`src/rtl/mixer_ctrl_pkg.sv`:
```
// rtl/mixer_ctrl_pkg.sv - shared constants and state encoding for the output mixer controller
package mixer_ctrl_pkg;
  localparam logic [1:0] ADDR_NR50 = 2'd0;
  localparam logic [1:0] ADDR_NR51 = 2'd1;
  localparam logic [1:0] ADDR_NR52 = 2'd2;

  localparam logic [2:0] NR52_PAD = 3'b111;

  typedef enum logic [1:0] {
    ST_OFF      = 2'd0,
    ST_ON       = 2'd1,
    ST_FADE_OUT = 2'd2
  } state_t;
endpackage

```
`src/rtl/mixer_ctrl_if.sv`:
```
// rtl/mixer_ctrl_if.sv - CPU register bus and mixer drive signals of the mixer controller
interface mixer_ctrl_if;
  logic       wr_en;
  logic       rd_en;
  logic [1:0] addr;
  logic [7:0] wr_data;
  logic [7:0] rd_data;
  logic [3:0] ch_on;
  logic [3:0] enL;
  logic [3:0] enR;
  logic [2:0] volL;
  logic [2:0] volR;
  logic       busy;

  modport master (
    output wr_en, rd_en, addr, wr_data, ch_on,
    input  rd_data, enL, enR, volL, volR, busy
  );

  modport slave (
    input  wr_en, rd_en, addr, wr_data, ch_on,
    output rd_data, enL, enR, volL, volR, busy
  );
endinterface

```
`src/rtl/mixer_ctrl_vol_ramp.sv`:
```
// rtl/mixer_ctrl_vol_ramp.sv - 3-bit volume stepper, moves one step toward target per tick
module vol_ramp (
  input  logic       clk,
  input  logic       rst,
  input  logic       i_tick,
  input  logic       i_hold,
  input  logic [2:0] i_tgt,
  output logic [2:0] o_cur
);
  logic [2:0] r_cur;

  always_ff @(posedge clk or posedge rst) begin
    if (rst) begin
      r_cur <= 3'd0;
    end else if (i_hold) begin
      r_cur <= 3'd0;
    end else if (i_tick) begin
      if (r_cur < i_tgt) begin
        r_cur <= r_cur + 3'd1;
      end else if (r_cur > i_tgt) begin
        r_cur <= r_cur - 3'd1;
      end
    end
  end

  assign o_cur = r_cur;
endmodule

```
`src/rtl/mixer_ctrl.sv`:
```
// rtl/mixer_ctrl.sv - NR50/NR51/NR52 register front-end with volume ramp and fade-out sequencer
module mixer_ctrl
  import mixer_ctrl_pkg::*;
#(
  parameter int RAMP_DIV = 64,
  parameter int PW       = 7
) (
  input  logic        clk,
  input  logic        rst,
  mixer_ctrl_if.slave bus
);
  localparam logic [PW-1:0] PRESC_MAX = PW'(RAMP_DIV - 1);

  state_t        r_state, w_state_nxt;
  logic [7:0]    r_nr50, r_nr51, r_rd_data, w_rd_mux;
  logic          r_power;
  logic [PW-1:0] r_presc;
  logic          w_tick, w_wr_nr50, w_wr_nr51, w_power_on, w_enter_off, w_hold;
  logic [2:0]    w_tgt_l, w_tgt_r, w_cur_l, w_cur_r;

  assign w_tick = (r_presc == PRESC_MAX);

  always_ff @(posedge clk or posedge rst) begin
    if (rst) begin
      r_presc <= '0;
    end else if (w_tick) begin
      r_presc <= '0;
    end else begin
      r_presc <= r_presc + 1'b1;
    end
  end

  always_ff @(posedge clk or posedge rst) begin
    if (rst) begin
      r_state <= ST_OFF;
    end else begin
      r_state <= w_state_nxt;
    end
  end

  always_comb begin
    w_state_nxt = r_state;
    w_wr_nr50   = 1'b0;
    w_wr_nr51   = 1'b0;
    w_power_on  = 1'b0;
    w_enter_off = 1'b0;
    w_hold      = 1'b0;
    w_tgt_l     = 3'd0;
    w_tgt_r     = 3'd0;
    case (r_state)
      ST_OFF: begin
        w_hold = 1'b1;
        if (bus.wr_en && bus.addr == ADDR_NR52 && bus.wr_data[7]) begin
          w_state_nxt = ST_ON;
          w_power_on  = 1'b1;
        end
      end
      ST_ON: begin
        w_tgt_l   = r_nr50[6:4];
        w_tgt_r   = r_nr50[2:0];
        w_wr_nr50 = bus.wr_en && (bus.addr == ADDR_NR50);
        w_wr_nr51 = bus.wr_en && (bus.addr == ADDR_NR51);
        if (bus.wr_en && bus.addr == ADDR_NR52 && !bus.wr_data[7]) begin
          w_state_nxt = ST_FADE_OUT;
        end
      end
      ST_FADE_OUT: begin
        // Decision uses pre-tick volumes; ramp has nothing left to do at 0/0.
        if (w_tick && w_cur_l == 3'd0 && w_cur_r == 3'd0) begin
          w_state_nxt = ST_OFF;
          w_enter_off = 1'b1;
        end
      end
      default: w_state_nxt = ST_OFF;
    endcase
  end

  always_ff @(posedge clk or posedge rst) begin
    if (rst) begin
      r_nr50  <= 8'h00;
      r_nr51  <= 8'h00;
      r_power <= 1'b0;
    end else if (w_enter_off) begin
      r_nr50  <= 8'h00;
      r_nr51  <= 8'h00;
      r_power <= 1'b0;
    end else begin
      if (w_wr_nr50) r_nr50 <= bus.wr_data;
      if (w_wr_nr51) r_nr51 <= bus.wr_data;
      if (w_power_on) r_power <= 1'b1;
    end
  end

  always_comb begin
    w_rd_mux = 8'hFF;
    case (bus.addr)
      ADDR_NR50: w_rd_mux = r_nr50;
      ADDR_NR51: w_rd_mux = r_nr51;
      ADDR_NR52: w_rd_mux = {r_power, NR52_PAD, bus.ch_on & {4{r_power}}};
      default:   w_rd_mux = 8'hFF;
    endcase
  end

  always_ff @(posedge clk or posedge rst) begin
    if (rst) begin
      r_rd_data <= 8'h00;
    end else if (bus.rd_en) begin
      r_rd_data <= w_rd_mux;
    end
  end

  vol_ramp u_ramp_l (
    .clk    (clk),
    .rst    (rst),
    .i_tick (w_tick),
    .i_hold (w_hold),
    .i_tgt  (w_tgt_l),
    .o_cur  (w_cur_l)
  );

  vol_ramp u_ramp_r (
    .clk    (clk),
    .rst    (rst),
    .i_tick (w_tick),
    .i_hold (w_hold),
    .i_tgt  (w_tgt_r),
    .o_cur  (w_cur_r)
  );

  assign bus.rd_data = r_rd_data;
  assign bus.enL     = (r_state == ST_OFF) ? 4'b0000 : {r_nr51[4], r_nr51[5], r_nr51[6], r_nr51[7]};
  assign bus.enR     = (r_state == ST_OFF) ? 4'b0000 : {r_nr51[0], r_nr51[1], r_nr51[2], r_nr51[3]};
  assign bus.volL    = w_cur_l;
  assign bus.volR    = w_cur_r;
  assign bus.busy    = (r_state == ST_FADE_OUT);
endmodule

```
`src/flat_wrapper.sv`:
```
// flat-port wrapper written by rule: the top's interface ports become plain ports
module mixer_ctrl_flat import mixer_ctrl_pkg::*;
#(
  parameter int RAMP_DIV = 64,
  parameter int PW       = 7
)
  (clk, rst, bus_wr_en, bus_rd_en, bus_addr, bus_wr_data, bus_ch_on, bus_rd_data, bus_enL, bus_enR, bus_volL, bus_volR, bus_busy);
  mixer_ctrl_if bus_i ();
  input  logic clk;
  input  logic rst;
  input wire logic [$bits(bus_i.wr_en)-1:0] bus_wr_en;
  input wire logic [$bits(bus_i.rd_en)-1:0] bus_rd_en;
  input wire logic [$bits(bus_i.addr)-1:0] bus_addr;
  input wire logic [$bits(bus_i.wr_data)-1:0] bus_wr_data;
  input wire logic [$bits(bus_i.ch_on)-1:0] bus_ch_on;
  output wire logic [$bits(bus_i.rd_data)-1:0] bus_rd_data;
  output wire logic [$bits(bus_i.enL)-1:0] bus_enL;
  output wire logic [$bits(bus_i.enR)-1:0] bus_enR;
  output wire logic [$bits(bus_i.volL)-1:0] bus_volL;
  output wire logic [$bits(bus_i.volR)-1:0] bus_volR;
  output wire logic [$bits(bus_i.busy)-1:0] bus_busy;
  assign bus_i.wr_en = bus_wr_en;
  assign bus_i.rd_en = bus_rd_en;
  assign bus_i.addr = bus_addr;
  assign bus_i.wr_data = bus_wr_data;
  assign bus_i.ch_on = bus_ch_on;
  assign bus_rd_data = bus_i.rd_data;
  assign bus_enL = bus_i.enL;
  assign bus_enR = bus_i.enR;
  assign bus_volL = bus_i.volL;
  assign bus_volR = bus_i.volR;
  assign bus_busy = bus_i.busy;
  mixer_ctrl #(.RAMP_DIV(RAMP_DIV), .PW(PW)) u_core (.clk(clk), .rst(rst), .bus(bus_i));
endmodule
```
`config.mk`:
```
export PLATFORM = sky130hd
export DESIGN_NAME = mixer_ctrl_flat
export DESIGN_NICKNAME = d
export VERILOG_FILES = /design/src/rtl/mixer_ctrl_pkg.sv /design/src/rtl/mixer_ctrl_if.sv /design/src/rtl/mixer_ctrl_vol_ramp.sv /design/src/rtl/mixer_ctrl.sv /design/src/flat_wrapper.sv
export SDC_FILE = /design/constraint.sdc
export NUM_CORES = 1
export LEC_CHECK = 0
export CAP_MARGIN = 30
export CORE_UTILIZATION = 47
export DETAILED_ROUTE_END_ITERATION = 12
export PLACE_DENSITY = 0.83
export RECOVER_POWER = 50
export SLEW_MARGIN = 20
export SYNTH_ARGS = -nofsm -noshare
export SYNTH_HDL_FRONTEND = slang
export SYNTH_SLANG_ARGS = --single-unit
```
`constraint.sdc`:
```
create_clock -name clk -period 2.2 [get_ports clk]
set_input_delay 0.44 -clock clk [delete_from_list [all_inputs] [get_ports clk]]
set_output_delay 0.44 -clock clk [all_outputs]
set_load 0.03 [all_outputs]
```
==> flow_summary.json, run 1 <==
{
  "status": "complete, but fails checks",
  "violations": "negative setup slack",
  "globalplace.congestion": 0.808,
  "crit_top_cell": "nand2_1",
  "drv_slew": 0,
  "die_h_um": 70.2,
  "async_flop_share": 1.00,
  "syn_inst": 221,
  "core_mm2": 0.00441,
  "final-hold-violation-count": 0,
  "synthesis.area_mm2": 0.00218,
  "crit_chain": "nor2b_4 > nand2_1 > ha_1 > nand2_1 > o21a_1 > fa_2 > xor2_1 > and3_1 > o31ai_2",
  "crit_family": "adder cells",
  "required_ns": 2.41,
  "fp.dieW_um": 70.2,
  "reg2reg_to": "u_core.u_ramp_r.o_cur[2]",
  "hold_depth": 1,
  "drive_above_1_share": 0.208,
  "initial_utilization": 0.495,
  "finalCriticalPeriod_ns": 2.31,
  "ys_seq_area_frac": 0.458,
  "crit_slowest_cell": "dfrtp_1",
  "worstRegToRegCells": 9,
  "dieArea_mm2": 0.00492,
  "final_nets": 301,
  "startpoint_type": "flop",
  "power.leakage_nw": 1.36,
  "cts_tree": "built",
  "path_buf_inv": 0,
  "port_buffers": 40,
  "wl_met3_um": 182,
  "design.portCount": 41,
  "cts_buffer_depth": 2,
  "synth_ff_type": "dfrtp_1",
  "via_per_inst": 5.56,
  "routed_wirelength_um": 5260,
  "final.setup.worst_slack_ns": -0.114,
  "grt_max_degree": 41,
  "clkLatencyLatePin_ns": 0.30,
  "syn_area_per_cell_um2": 9.88,
  "hpwl_um": 3680,
  "post_synth_num_cell_types": 40,
  "first_pass_iters": 4,
  "setup.worst_path.start": "u_core.r_state[1]",
  "vdd_ir_drop_max_mv": 0.362,
  "dr_wl_met2_um": 2620,
  "rows": 24,
  "vias": 1813,
  "grt_pass1_wl_um": 8710,
  "finClkSkew_ns": 0.00917,
  "cap_violations": 0,
  "r2r_slack_ns": -0.11,
  "arrival_ns": 2.52,
  "crit_path_max_incr_delay_ns": 0.42,
  "grt-ovfl-total": 0,
  "crit_fanout": 7,
  "wl_met1_um": 2350,
  "worstHoldStart": "u_core.r_presc[0]",
  "dp_cells": 316,
  "wl_per_cell_um": 16.1,
  "antenna_found_initial": 0,
  "finalSetupViolCount": 5,
  "endpoint_kind": "flop",
  "yosys_warnings": 0,
  "top_layer": "met4",
  "fillCellCount": 358,
  "drt-initial-drc-count": 63,
  "finalNonFillerCells": 326,
  "drcViolationCount": 0,
  "first_global_vias": 1867,
  "grt_usage": 0.228,
  "clk_pin_slew_worst_paths_ns": 0.08,
  "area_growth_pct": 31.9,
  "r2r_start": "u_core.r_state[1]",
  "synth_edf_count": 0,
  "h-tree-depth": 2,
  "fin_hold_ws_ns": 0.494,
  "synth_nets": 248,
  "hp-class": "reg -> reg",
  "relSlewSlack": 0.333,
  "min_to": "u_core.r_presc[0]",
  "pre_cts_ws_ns": -0.408,
  "antenna_cells": 0,
  "timing.final.crit_share": 1.05,
  "root_buffer": "clkbuf_8",
  "cts.sinks": 40,
  "ys_ff_latch": 40,
  "antenna_left": 0,
  "rsz0062_at_grt": "yes",
  "powerDensity_mw_per_mm2": 657,
  "tightestPinTransition_ns": 1.00,
  "path_class": "reg -> reg",
  "cts_buffers": 5,
  "fmaxAchievable_mhz": 432
}
worst max path at each step:
stage | to | slack (ns) | cells past startpoint
2_1_floorplan | u_core.u_ramp_r.o_cur[2] | -0.09 | 11
3_3_place_gp | u_core.u_ramp_l.o_cur[2] | -0.21 | 11
3_5_place_dp | u_core.u_ramp_l.o_cur[2] | -0.41 | 11
4_1_cts | u_core.u_ramp_l.o_cur[2] | -0.07 | 11
5_1_grt | u_core.u_ramp_r.o_cur[2] | -0.22 | 9
6_report | u_core.u_ramp_r.o_cur[2] | -0.11 | 9
where the power goes:
group          internal [W]  switching, W
Sequential         0.000793     0.0000412
Clock              0.000215      0.000259
Combinational      0.000247      0.000338
Total               0.00125      0.000638
cell usage in the layout (no fill, tap or decap), drive strengths merged, types with 2 or more instances in the layout:
cell / n
dlygate4sd3: 2
dfrtp: 40
o21a: 2
clkbuf: 9
a211oi: 8
and4: 2
and2: 11
o21ai: 7
clkdlybuf4s15: 5
nand3: 3
xor2: 3
o211ai: 3
fa: 2
mux2: 5
nor2b: 11
o22ai: 3
and3: 2
a21oi: 11
mux2i: 18
nor2: 24
inv: 9
nand2: 22
ha: 7
buf: 18
clkdlybuf4s50: 29
cell usage after synthesis, types with 2 or more instances:
library cell / instances / share of area
nand2_1: 22 / 0.038
clkbuf_1: 7 / 0.012
nand3_1: 2 / 0.0046
and2_1: 11 / 0.032
o21ai_0: 7 / 0.016
buf_2: 3 / 0.0069
and4_1: 2 / 0.0080
xor2_1: 3 / 0.012
nor2b_1: 11 / 0.032
ha_1: 7 / 0.040
mux2i_1: 18 / 0.083
mux2_2: 5 / 0.026
dfrtp_1: 40 / 0.46
fa_1: 2 / 0.018
o22ai_1: 3 / 0.0086
inv_1: 9 / 0.015
a21oi_1: 11 / 0.025
o211ai_1: 3 / 0.010
nor2_1: 24 / 0.041
buf_4: 2 / 0.0069
o21a_1: 2 / 0.0069
a211oi_1: 8 / 0.028
and3_1: 2 / 0.0057
registers in the layout (all words and copies together) (netlist names):
signal,count
u_core.bus.rd_data,8
u_core.r_nr50,8
u_core.r_nr51,8
u_core.r_presc,7
u_core.u_ramp_l.o_cur,3
u_core.u_ramp_r.o_cur,3
u_core.r_state,2
u_core.r_power,1
repair_timing:
action                     in CTS  in global routing
resized for setup              29                 12
hold buffers                    0                  0
hold endpoints to repair        0                  0
setup endpoints to repair      13                  3
setup buffers                   2                  1
pin swaps                      11                  6
cell type report:
cell class	instances	area, µm²	share of cell area
well taps	52	65.1	0.0226
multi-input cells	159	1160	0.404
repair buffers	59	534	0.185
clock buffers	5	68.8	0.0239
clock inverters	2	12.5	0.00434
flip-flops and latches	40	1000	0.348
inverters	9	33.8	0.0117
stage by stage:
step            util  cell area, µm²  power, W  setup TNS, ns
3_3_place_gp   0.616            2720   0.00137         -0.517
3_5_place_dp   0.616            2720   0.00139         -0.899
2_1_floorplan      -            2220   0.00116        -0.0852
5_1_grt        0.652            2880   0.00198         -0.642
4_1_cts        0.650            2870   0.00188         -0.130
6_report       0.652            2880   0.00189         -0.241
cells by family (layout without fill, tap and decap cells):
kind of cell | after synthesis | in the layout | synth area share
AOI/OAI and AO/OA | 39 | 39 | 0.114
DFF | 40 | 40 | 0.458
xor gates and xnor gates | 4 | 4 | 0.0160
and+or+nand+nor | 84 | 84 | 0.198
adders and majority gates | 9 | 9 | 0.0585
muxes | 23 | 23 | 0.108
buffers and inverters | 22 | 75 | 0.0464
per-layer routing:
metal / global-route usage / up-vias
met5: 0 / -
met4: 0.0889 / 0
met3: 0.0447 / 9
met2: 0.371 / 38
met1: 0.301 / 896
li1: - / 870
(Power assumes the default switching activity.)
==> inputs of run 2 (changes only) <==
--- a/config.mk
+++ b/config.mk
@@ -5,12 +5,10 @@
 export SDC_FILE = /design/constraint.sdc
 export NUM_CORES = 1
 export LEC_CHECK = 0
-export CAP_MARGIN = 30
 export CORE_UTILIZATION = 47
 export DETAILED_ROUTE_END_ITERATION = 12
 export PLACE_DENSITY = 0.83
 export RECOVER_POWER = 50
-export SLEW_MARGIN = 20
 export SYNTH_ARGS = -nofsm -noshare
 export SYNTH_HDL_FRONTEND = slang
 export SYNTH_SLANG_ARGS = --single-unit
==> results of run 2 <==
The final DEF is identical to that of run 1; final timing and power are the same.
==> inputs of run 3 (changes only) <==
--- a/config.mk
+++ b/config.mk
@@ -7,8 +7,10 @@
 export LEC_CHECK = 0
 export CORE_UTILIZATION = 47
 export DETAILED_ROUTE_END_ITERATION = 12
+export HOLD_SLACK_MARGIN = 0.15
 export PLACE_DENSITY = 0.83
 export RECOVER_POWER = 50
 export SYNTH_ARGS = -nofsm -noshare
 export SYNTH_HDL_FRONTEND = slang
 export SYNTH_SLANG_ARGS = --single-unit
+export TNS_END_PERCENT = 30
==> run 3 against run 2 <==
Net effect: the flow still finishes with violations (negative setup slack); cell count up 0.61%; register-to-register slack improved by 0.05 ns; sequential cell count unchanged; critical path type unchanged; highest routed layer unchanged.
==> flow_summary.json, run 3 (same netlist as run 1, synthesis figures left out) <==
{
  "status": "complete, but fails checks",
  "violations": "negative setup slack",
  "endpoint_kind": "flop",
  "area_growth_pct": 32.8,
  "cts_hold_buf": 0,
  "path_class": "reg -> reg",
  "crit_fanout": 5,
  "clk_pin_slew_worst_paths_ns": 0.07,
  "grt_max_degree": 41,
  "drv_slew": 0,
  "cts_buffer_depth": 2,
  "antenna_found_initial": 0,
  "cts_tree": "built",
  "finClkSkew_ns": 0.00686,
  "cap_violations": 0,
  "vias": 1822,
  "worstHoldStart": "u_core.r_presc[0]",
  "pre_cts_ws_ns": -0.348,
  "initial_utilization": 0.495,
  "first_global_vias": 1751,
  "powerDensity_mw_per_mm2": 634,
  "grt_pass1_wl_um": 7760,
  "final_area_mm2": 0.00290,
  "rows": 24,
  "timing.final.crit_share": 1.03,
  "wl_per_cell_um": 14.7,
  "min_to": "u_core.r_presc[0]",
  "grt_use_met1": 0.259,
  "layout_commonest_cell": "dfrtp_1",
  "relSlewSlack": 0.338,
  "use_met2": 0.339,
  "fp.dieW_um": 70.2,
  "design.portCount": 41,
  "switching_share": 0.321,
  "grt_usage": 0.203,
  "fin_hold_ws_ns": 0.493,
  "antenna_left": 0,
  "reg2reg_to": "u_core.u_ramp_r.o_cur[2]",
  "startpoint_type": "flop",
  "drt-initial-drc-count": 119,
  "h-tree-depth": 2,
  "hold_depth": 1,
  "final-hold-violation-count": 0,
  "grt-ovfl-total": 0,
  "hpwl_um": 3480,
  "port_buffers": 40,
  "tightestPinTransition_ns": 0.993,
  "antenna_cells": 0,
  "final_nets": 303,
  "seqPwrFrac": 0.454,
  "top_usage_layer": "met2",
  "globalplace.congestion": 0.894,
  "drcViolationCount": 0,
  "finalSetupViolCount": 2,
  "first_pass_iters": 4,
  "final_cell_mix": "dfrtp_1, clkdlybuf4s50_1, nor2_1, nand2_1, mux2i_1",
  "required_ns": 2.39,
  "p_sw_w": 0.000591,
  "fmaxAchievable_mhz": 441,
  "drive_above_1_share": 0.185,
  "die_h_um": 70.2,
  "core_mm2": 0.00441,
  "vdd_ir_drop_max_mv": 0.415,
  "cts.sinks": 40,
  "routed_wirelength_um": 4810,
  "r2r_start": "u_core.r_state[1]",
  "place_area_mm2": 0.00273,
  "combPwrFrac": 0.300,
  "via_per_inst": 5.55,
  "worstRegToRegCells": 10,
  "cts_buffers": 5,
  "power.leakage_nw": 1.38,
  "finalCriticalPeriod_ns": 2.27,
  "hp-class": "reg -> reg",
  "rsz0062_at_grt": "yes",
  "final.setup.worst_slack_ns": -0.0678,
  "dieArea_mm2": 0.00492,
  "grtUsageMet3": 0.0505,
  "clkLatencyLatePin_ns": 0.29,
  "pwr-share-clk": 0.246,
  "root_buffer": "clkbuf_8",
  "arrival_ns": 2.46,
  "r2r_slack_ns": -0.07,
  "internal_power_w": 0.00125
}
run 3: worst max-delay path by stage:
stage,start,endpoint
5_1_grt,u_core.r_state[1],u_core.u_ramp_r.o_cur[2]
2_1_floorplan,u_core.r_state[1],u_core.u_ramp_r.o_cur[2]
6_report,u_core.r_state[1],u_core.u_ramp_r.o_cur[2]
4_1_cts,u_core.r_state[1],u_core.u_ramp_r.o_cur[2]
3_3_place_gp,u_core.r_state[1],u_core.u_ramp_l.o_cur[2]
3_5_place_dp,u_core.r_state[1],u_core.u_ramp_l.o_cur[2]
run 3: cell type report:
class,count,area (µm²)
inverters,9,33.8
multi-input cells,159,1160
repair buffers,61,566
flip-flops and latches,40,1000
well taps,52,65.1
fillers,366,1510
clock buffers,6,72.6
clock inverters,1,5.00
run 3: routing by layer:
layer,vias up,part of all wire
met5,-,0
met2,47,0.51
met4,0,0.0092
li1,875,-
met1,893,0.44
met3,7,0.040
run 3: critical path, cell delays in order, from the launching register on:
cell	delay [ns]
dfrtp_1	0.41
nor2b_4	0.17
buf_6	0.13
nand2_2	0.06
ha_4	0.26
nand2_1	0.05
o21a_1	0.21
fa_2	0.36
xor2_1	0.15
and3_1	0.16
o31ai_1	0.22
run 3: through the flow:
stage / instances / TNS [ns] / total power (W) / utilization
after detailed placement: 317 / -0.653 / 0.00137 / 0.618
after global routing: 328 / -0.369 / 0.00193 / 0.657
final: 328 / -0.135 / 0.00184 / 0.657
after floorplan: 221 / -0.148 / 0.00116 / -
after CTS: 327 / -0.116 / 0.00185 / 0.653
after global placement: 317 / -0.304 / 0.00137 / 0.618
run 3: power by group through the flow:
stage | clock, W | sequential (W) | combinational, W
2_1_floorplan | 0 | 0.000882 | 0.000275
3_3_place_gp | 0 | 0.000839 | 0.000528
3_5_place_dp | 0 | 0.000842 | 0.000532
4_1_cts | 0.000465 | 0.000833 | 0.000554
5_1_grt | 0.000490 | 0.000841 | 0.000597
6_report | 0.000452 | 0.000834 | 0.000553
run 3: what timing repair did:
item	in CTS	in global routing
resized for setup	34	6
endpoints found under the setup margin	11	4
setup buffers	3	1
pin swaps	9	3
